File: config.mk
export PLATFORM = sky130hd
export DESIGN_NAME = spi_slave_if
export DESIGN_NICKNAME = d
export VERILOG_FILES = /design/src/rtl/spi_slave_if.sv
export SDC_FILE = /design/constraint.sdc
export NUM_CORES = 1
export LEC_CHECK = 0
export CAP_MARGIN = 5
export CORE_MARGIN = 2
export CORE_UTILIZATION = 60
export CTS_BUF_LIST = sky130_fd_sc_hd__clkbuf_2 sky130_fd_sc_hd__clkbuf_4 sky130_fd_sc_hd__clkbuf_8
export DETAILED_ROUTE_END_ITERATION = 8
export DONT_BUFFER_PORTS = 1
export PLACE_DENSITY = 0.79
export SLEW_MARGIN = 40
export SYNTH_ARGS = -nofsm -noshare
export SYNTH_HDL_FRONTEND = slang
export SYNTH_SLANG_ARGS = --single-unit
File: constraint.sdc
create_clock -name clk_i -period 2.9 [get_ports clk_i]
set_input_delay 0.435 -clock clk_i [delete_from_list [all_inputs] [get_ports clk_i]]
set_output_delay 0.435 -clock clk_i [all_outputs]
set_load 0.01 [all_outputs]
File: src/rtl/spi_slave_if.sv
// Mode-0 SPI responder: oversamples sclk/ss_n/mosi in the clk_i domain, receives MOSI bytes and
// returns a preloaded word on MISO, with a one-cycle done tick per completed byte.
module spi_slave_if #(
    parameter int unsigned DATA_WIDTH  = 8,
    parameter int unsigned SYNC_STAGES = 2
) (
    input  logic                  clk_i,
    input  logic                  rst_i,
    input  logic [DATA_WIDTH-1:0] din_i,
    input  logic                  load_i,
    output logic [DATA_WIDTH-1:0] dout_o,
    output logic                  spi_done_tick_o,
    output logic                  ready_o,
    output logic                  busy_o,
    input  logic                  sclk_i,
    input  logic                  ss_n_i,
    input  logic                  mosi_i,
    output logic                  miso_o
);

    localparam int unsigned CntW = $clog2(DATA_WIDTH + 1);
    localparam logic [CntW-1:0] LastBit = CntW'(DATA_WIDTH - 1);

    typedef enum logic [0:0] {StIdle, StShift} state_e;

    logic [SYNC_STAGES-1:0] sclk_sync_q, ss_sync_q, mosi_sync_q;
    logic                   sclk_d1_q, ss_d1_q;
    logic                   sclk_s, ss_s, mosi_s;
    logic                   sclk_rise, sclk_fall, ss_fall, ss_rise;

    state_e                 state_q;
    logic [DATA_WIDTH-1:0]  tx_buf_q;
    logic                   pending_q;
    logic [DATA_WIDTH-2:0]  tx_sr_q;
    logic [DATA_WIDTH-2:0]  rx_q;
    logic [CntW-1:0]        cnt_q;
    logic                   reload_q;
    logic [DATA_WIDTH-1:0]  dout_q;
    logic                   tick_q;
    logic                   miso_q;

    logic [DATA_WIDTH-1:0]  load_word;
    logic [DATA_WIDTH-1:0]  rx_next;
    logic                   byte_start;

    always_ff @(posedge clk_i) begin
        if (rst_i) begin
            sclk_sync_q <= '0;
            ss_sync_q   <= '1;
            mosi_sync_q <= '0;
            sclk_d1_q   <= 1'b0;
            ss_d1_q     <= 1'b1;
        end else begin
            sclk_sync_q <= {sclk_sync_q[SYNC_STAGES-2:0], sclk_i};
            ss_sync_q   <= {ss_sync_q[SYNC_STAGES-2:0], ss_n_i};
            mosi_sync_q <= {mosi_sync_q[SYNC_STAGES-2:0], mosi_i};
            sclk_d1_q   <= sclk_s;
            ss_d1_q     <= ss_s;
        end
    end

    assign sclk_s    = sclk_sync_q[SYNC_STAGES-1];
    assign ss_s      = ss_sync_q[SYNC_STAGES-1];
    assign mosi_s    = mosi_sync_q[SYNC_STAGES-1];
    assign sclk_rise = sclk_s & ~sclk_d1_q;
    assign sclk_fall = ~sclk_s & sclk_d1_q;
    assign ss_fall   = ~ss_s & ss_d1_q;
    assign ss_rise   = ss_s & ~ss_d1_q;

    // An empty holding buffer sends zeros; the buffer itself is left alone.
    assign load_word  = pending_q ? tx_buf_q : '0;
    assign byte_start = ((state_q == StIdle) && ss_fall) ||
                        ((state_q == StShift) && !ss_rise && sclk_fall && reload_q);
    assign rx_next    = {rx_q, mosi_s};

    always_ff @(posedge clk_i) begin
        if (rst_i) begin
            tx_buf_q  <= '0;
            pending_q <= 1'b0;
        end else if (load_i) begin
            tx_buf_q  <= din_i;
            pending_q <= 1'b1;
        end else if (byte_start) begin
            pending_q <= 1'b0;
        end
    end

    always_ff @(posedge clk_i) begin
        if (rst_i) begin
            state_q  <= StIdle;
            tx_sr_q  <= '0;
            rx_q     <= '0;
            cnt_q    <= '0;
            reload_q <= 1'b0;
            dout_q   <= '0;
            tick_q   <= 1'b0;
            miso_q   <= 1'b0;
        end else begin
            tick_q <= 1'b0;
            case (state_q)
                StIdle: begin
                    if (ss_fall) begin
                        tx_sr_q  <= load_word[DATA_WIDTH-2:0];
                        miso_q   <= load_word[DATA_WIDTH-1];
                        cnt_q    <= '0;
                        reload_q <= 1'b0;
                        state_q  <= StShift;
                    end
                end
                StShift: begin
                    // Deselect wins over a coincident sclk edge, discarding any partial byte.
                    if (ss_rise) begin
                        state_q  <= StIdle;
                        miso_q   <= 1'b0;
                        cnt_q    <= '0;
                        reload_q <= 1'b0;
                    end else if (sclk_rise) begin
                        rx_q <= rx_next[DATA_WIDTH-2:0];
                        if (cnt_q == LastBit) begin
                            dout_q   <= rx_next;
                            tick_q   <= 1'b1;
                            cnt_q    <= '0;
                            reload_q <= 1'b1;
                        end else begin
                            cnt_q <= cnt_q + 1'b1;
                        end
                    end else if (sclk_fall) begin
                        if (reload_q) begin
                            tx_sr_q  <= load_word[DATA_WIDTH-2:0];
                            miso_q   <= load_word[DATA_WIDTH-1];
                            reload_q <= 1'b0;
                        end else begin
                            miso_q  <= tx_sr_q[DATA_WIDTH-2];
                            tx_sr_q <= tx_sr_q << 1;
                        end
                    end
                end
                default: state_q <= StIdle;
            endcase
        end
    end

    assign dout_o          = dout_q;
    assign spi_done_tick_o = tick_q;
    assign ready_o         = ~pending_q;
    assign busy_o          = (state_q == StShift);
    assign miso_o          = miso_q;

endmodule

==> results.py <==
metrics = {
    "global_route": {
        "grt_overflow": 0,
        "grt_pass1_wl_um": 5400,
        "antenna_found_initial": 0,
        "grt_pass1_vias": 1214,
        "grt_max_degree": 48,
        "grt_util_all_layers_pct": 20.3,
    },
    "placement": {
        "preCtsSetupSlack_ps": 970,
        "hpwl_um": 2230,
        "portBuffers": 0,
        "gp_congestion": 0.856,
        "placed_cells": 209,
    },
    "floorplan": {
        "core_um2": 3000,
        "die_y_um": 59.7,
        "num_rows": 20,
        "fp.dieW_um": 59.7,
        "die_area_um2": 3560,
        "pin_count": 26,
        "start_util_pct": 61.9,
    },
    "timing": {
        "finalMaxSlewViolations": 0,
        "layout_setup_ws_ps": 925,
        "finalHoldViolations": 0,
        "min_period_over_period_pct": 68.1,
        "worst_slew_pin_slew_ps": 657,
        "finalSetupTns_ps": 0,
        "clock-skew-final_ps": 18.2,
        "relSlewSlack_pct": 56.2,
        "fmax_mhz": 506,
        "setup_viol": 0,
        "rsz0062_at_grt": "false",
        "fin_crit_ps": 1970,
    },
    "critical_path": {
        "crit_fanout": 13,
        "crit_slowest_cell": "o31ai_4",
        "cp-start-kind": "flop",
        "r2r_slack_ps": 930,
        "end_kind": "flop",
        "ff2ff_path_depth": 4,
        "worstSetupPathDepth": 4,
        "crit_family": "compound AO/OA/AOI/OAI gates",
        "r2r_end": "tx_sr_q[6]$_SDFFE_PP0P_",
        "slowest_delay_ps": 660,
        "rr_startpoint": "busy_o$_SDFF_PP0_",
        "critPathBufInv": 1,
        "worstPathCellList": "inv_1 > o31ai_4 > nor2_1 > a311oi_1",
        "crit_required_ps": 3160,
        "path_class": "reg -> reg",
        "critical_path_arrival_ps": 2230,
    },
    "synth": {
        "synth_top_flop_cell": "dfxtp_1",
        "synth_fp_nets": 202,
        "synth.distinct_cells": 37,
        "ys_top_cells_by_area": "dfxtp_1 (51%), mux2i_1 (12%), nor2_1 (6.5%), nor2b_1 (3.0%), nand3_1 (2.4%)",
        "synth_area_um2": 1860,
        "yosysMostFrequentCell": "dfxtp_1",
        "synth-edff-count": 0,
        "ys_seq_elements": 47,
        "yosysSeqAreaShare_pct": 50.6,
        "synth.avg_cell_area_um2": 9.94,
        "yosysTopAreaCell": "dfxtp_1",
        "synth_top_area_share_pct": 50.6,
        "syn_inst": 187,
        "synth-async-reset-ratio_pct": 0,
        "synth_common_cells": "dfxtp_1 (47), nor2_1 (32), mux2i_1 (23)",
        "yosys_warnings": 0,
    },
    "cts": {
        "postCtsSetupBuffers": 0,
        "clock_sinks": 47,
        "clk_pin_slew_ps": 140,
        "numCtsBuffers": 5,
        "cts_tree": "built",
        "clk_path_buf_depth": 2,
        "htree_levels": 2,
        "cts_resized": 0,
        "clk_latency_ps": 350,
        "hold_buffers": 0,
        "cts-root-buf": "clkbuf_4",
    },
    "cells_and_area": {
        "final_nets": 198,
        "final_layout_size_suffix_gt1_share_pct": 9.84,
        "num_antenna_cells": 0,
        "nFillCells": 255,
        "final_cells": 216,
        "area_growth_pct": 2.90,
    },
    "drt": {
        "vias": 1287,
        "drtIter0Drc": 76,
        "totalWireLength_um": 3290,
        "via_per_inst": 5.96,
        "first_pass_iters": 4,
        "wl_per_cell_um": 15.2,
        "route.detailed.drc": 0,
        "postRouteAntennaNets": 0,
    },
    "worst_hold_path": {
        "min_to": "reload_q$_SDFFE_PP0P_",
        "hold_depth": 1,
        "min-delay-start": "rst_i",
        "hold_path_class": "in -> reg",
    },
    "pwr": {
        "ir_drop_uv": 404,
        "switchingPower_mw": 0.229,
        "p_int_mw": 0.874,
        "p_leak_nw": 0.803,
        "power.density_nw_per_um2": 577,
        "swShare_pct": 20.8,
        "pwr-share-seq_pct": 61.6,
        "combPwrFrac_pct": 4.4,
        "p_clk_share_pct": 34.0,
    },
    "job": {
        "max-cap-violations": 0,
    },
    "status": {
        "status": "completed",
    },
}
==> layout by cell type (no fill, tap or decap), drive strengths merged <==
cell / netlist / final
nand2: 8 / 8
a21o: 1 / 1
a21oi: 5 / 5
mux2i: 23 / 23
a221o: 1 / 1
a211oi: 1 / 1
o31ai: 2 / 2
nor3: 1 / 1
a311oi: 7 / 7
inv: 2 / 2
nand2b: 3 / 3
nand3: 10 / 10
a31oi: 1 / 1
bufinv: 0 / 1
and2b: 1 / 1
ha: 1 / 1
o21ai: 2 / 2
or3: 1 / 1
or3b: 1 / 1
dfxtp: 47 / 47
o211ai: 2 / 2
and3b: 2 / 2
nor2b: 9 / 9
or2: 3 / 3
a22o: 2 / 2
nand4: 4 / 4
a41oi: 1 / 1
nor2: 35 / 35
clkbuf: 6 / 6
==> sequential cells by signal (all words and copies together) (netlist names) <==
register	cells
pending_q	1
ss_d1_q	1
cnt_q	4
sclk_d1_q	1
tx_sr_q	7
dout_o	8
tx_buf_q	8
mosi_sync_q	2
spi_done_tick_o	1
reload_q	1
sclk_sync_q	2
busy_o	1
miso_o	1
rx_q	7
ss_sync_q	2
==> layer usage <==
| metal | vias to the layer above | routed length (um) | GRT usage (%) |
|---|---|---|---|
| met3 | 4 | 271 | 6.93 |
| met1 | 589 | 1510 | 26.7 |
| met4 | 0 | 28 | 9.52 |
| met5 | - | 0 | 0 |
| li1 | 647 | - | - |
| met2 | 47 | 1480 | 30.0 |
==> cell type report <==
| type | instances | area [um^2] | share of cell area [%] |
|---|---|---|---|
| inverter | 2 | 7.51 | 0.393 |
| clock buffer | 6 | 45.0 | 2.36 |
| clock inverter | 1 | 30.0 | 1.57 |
| sequential | 47 | 941 | 49.2 |
| tap | 33 | 41.3 | 2.16 |
| multi-input combinational | 127 | 847 | 44.3 |
==> metrics by stage <==
stage	total power, mW	instance area (um^2)	util [%]	hold slack [ps]
global placement	0.738	1840	61.2	404
CTS	1.11	1910	63.7	128
floorplan	0.745	1860	-	389
detailed placement	0.741	1840	61.2	400
global route	1.14	1910	63.7	119
finish	1.10	1910	63.7	133
==> logic make-up (layout without fill, tap and decap cells) <==
family          Yosys count  in the layout  share of synthesized area (%)
flops                    47             47                           50.6
mux                      23             23                           12.4
fa+ha+maj                 1              1                          0.673
simple gates             78             78                           20.9
compound gates           25             25                           11.6
buf+inv                  13              9                           3.77
==> power by group through the flow <==
stage          Sequential (mW)  Clock (mW)  Combinational [mW]
6_report                 0.679       0.375              0.0483
5_1_grt                  0.682       0.406              0.0532
4_1_cts                  0.679       0.383              0.0484
3_5_place_dp             0.693           0              0.0479
3_3_place_gp             0.692           0              0.0455
2_1_floorplan            0.686           0              0.0594
==> worst max-delay path by stage <==
stage | slack, ps | startpoint | endpoint
floorplan | 1470 | busy_o$_SDFF_PP0_ | tx_sr_q[3]$_SDFFE_PP0P_
global route | 780 | busy_o$_SDFF_PP0_ | tx_sr_q[2]$_SDFFE_PP0P_
CTS | 940 | cnt_q[0]$_SDFFE_PP0P_ | dout_o[4]$_SDFFE_PP0P_
finish | 930 | busy_o$_SDFF_PP0_ | tx_sr_q[6]$_SDFFE_PP0P_
global placement | 1040 | busy_o$_SDFF_PP0_ | tx_sr_q[1]$_SDFFE_PP0P_
detailed placement | 970 | cnt_q[0]$_SDFFE_PP0P_ | dout_o[4]$_SDFFE_PP0P_
(Power assumes the default switching activity.)
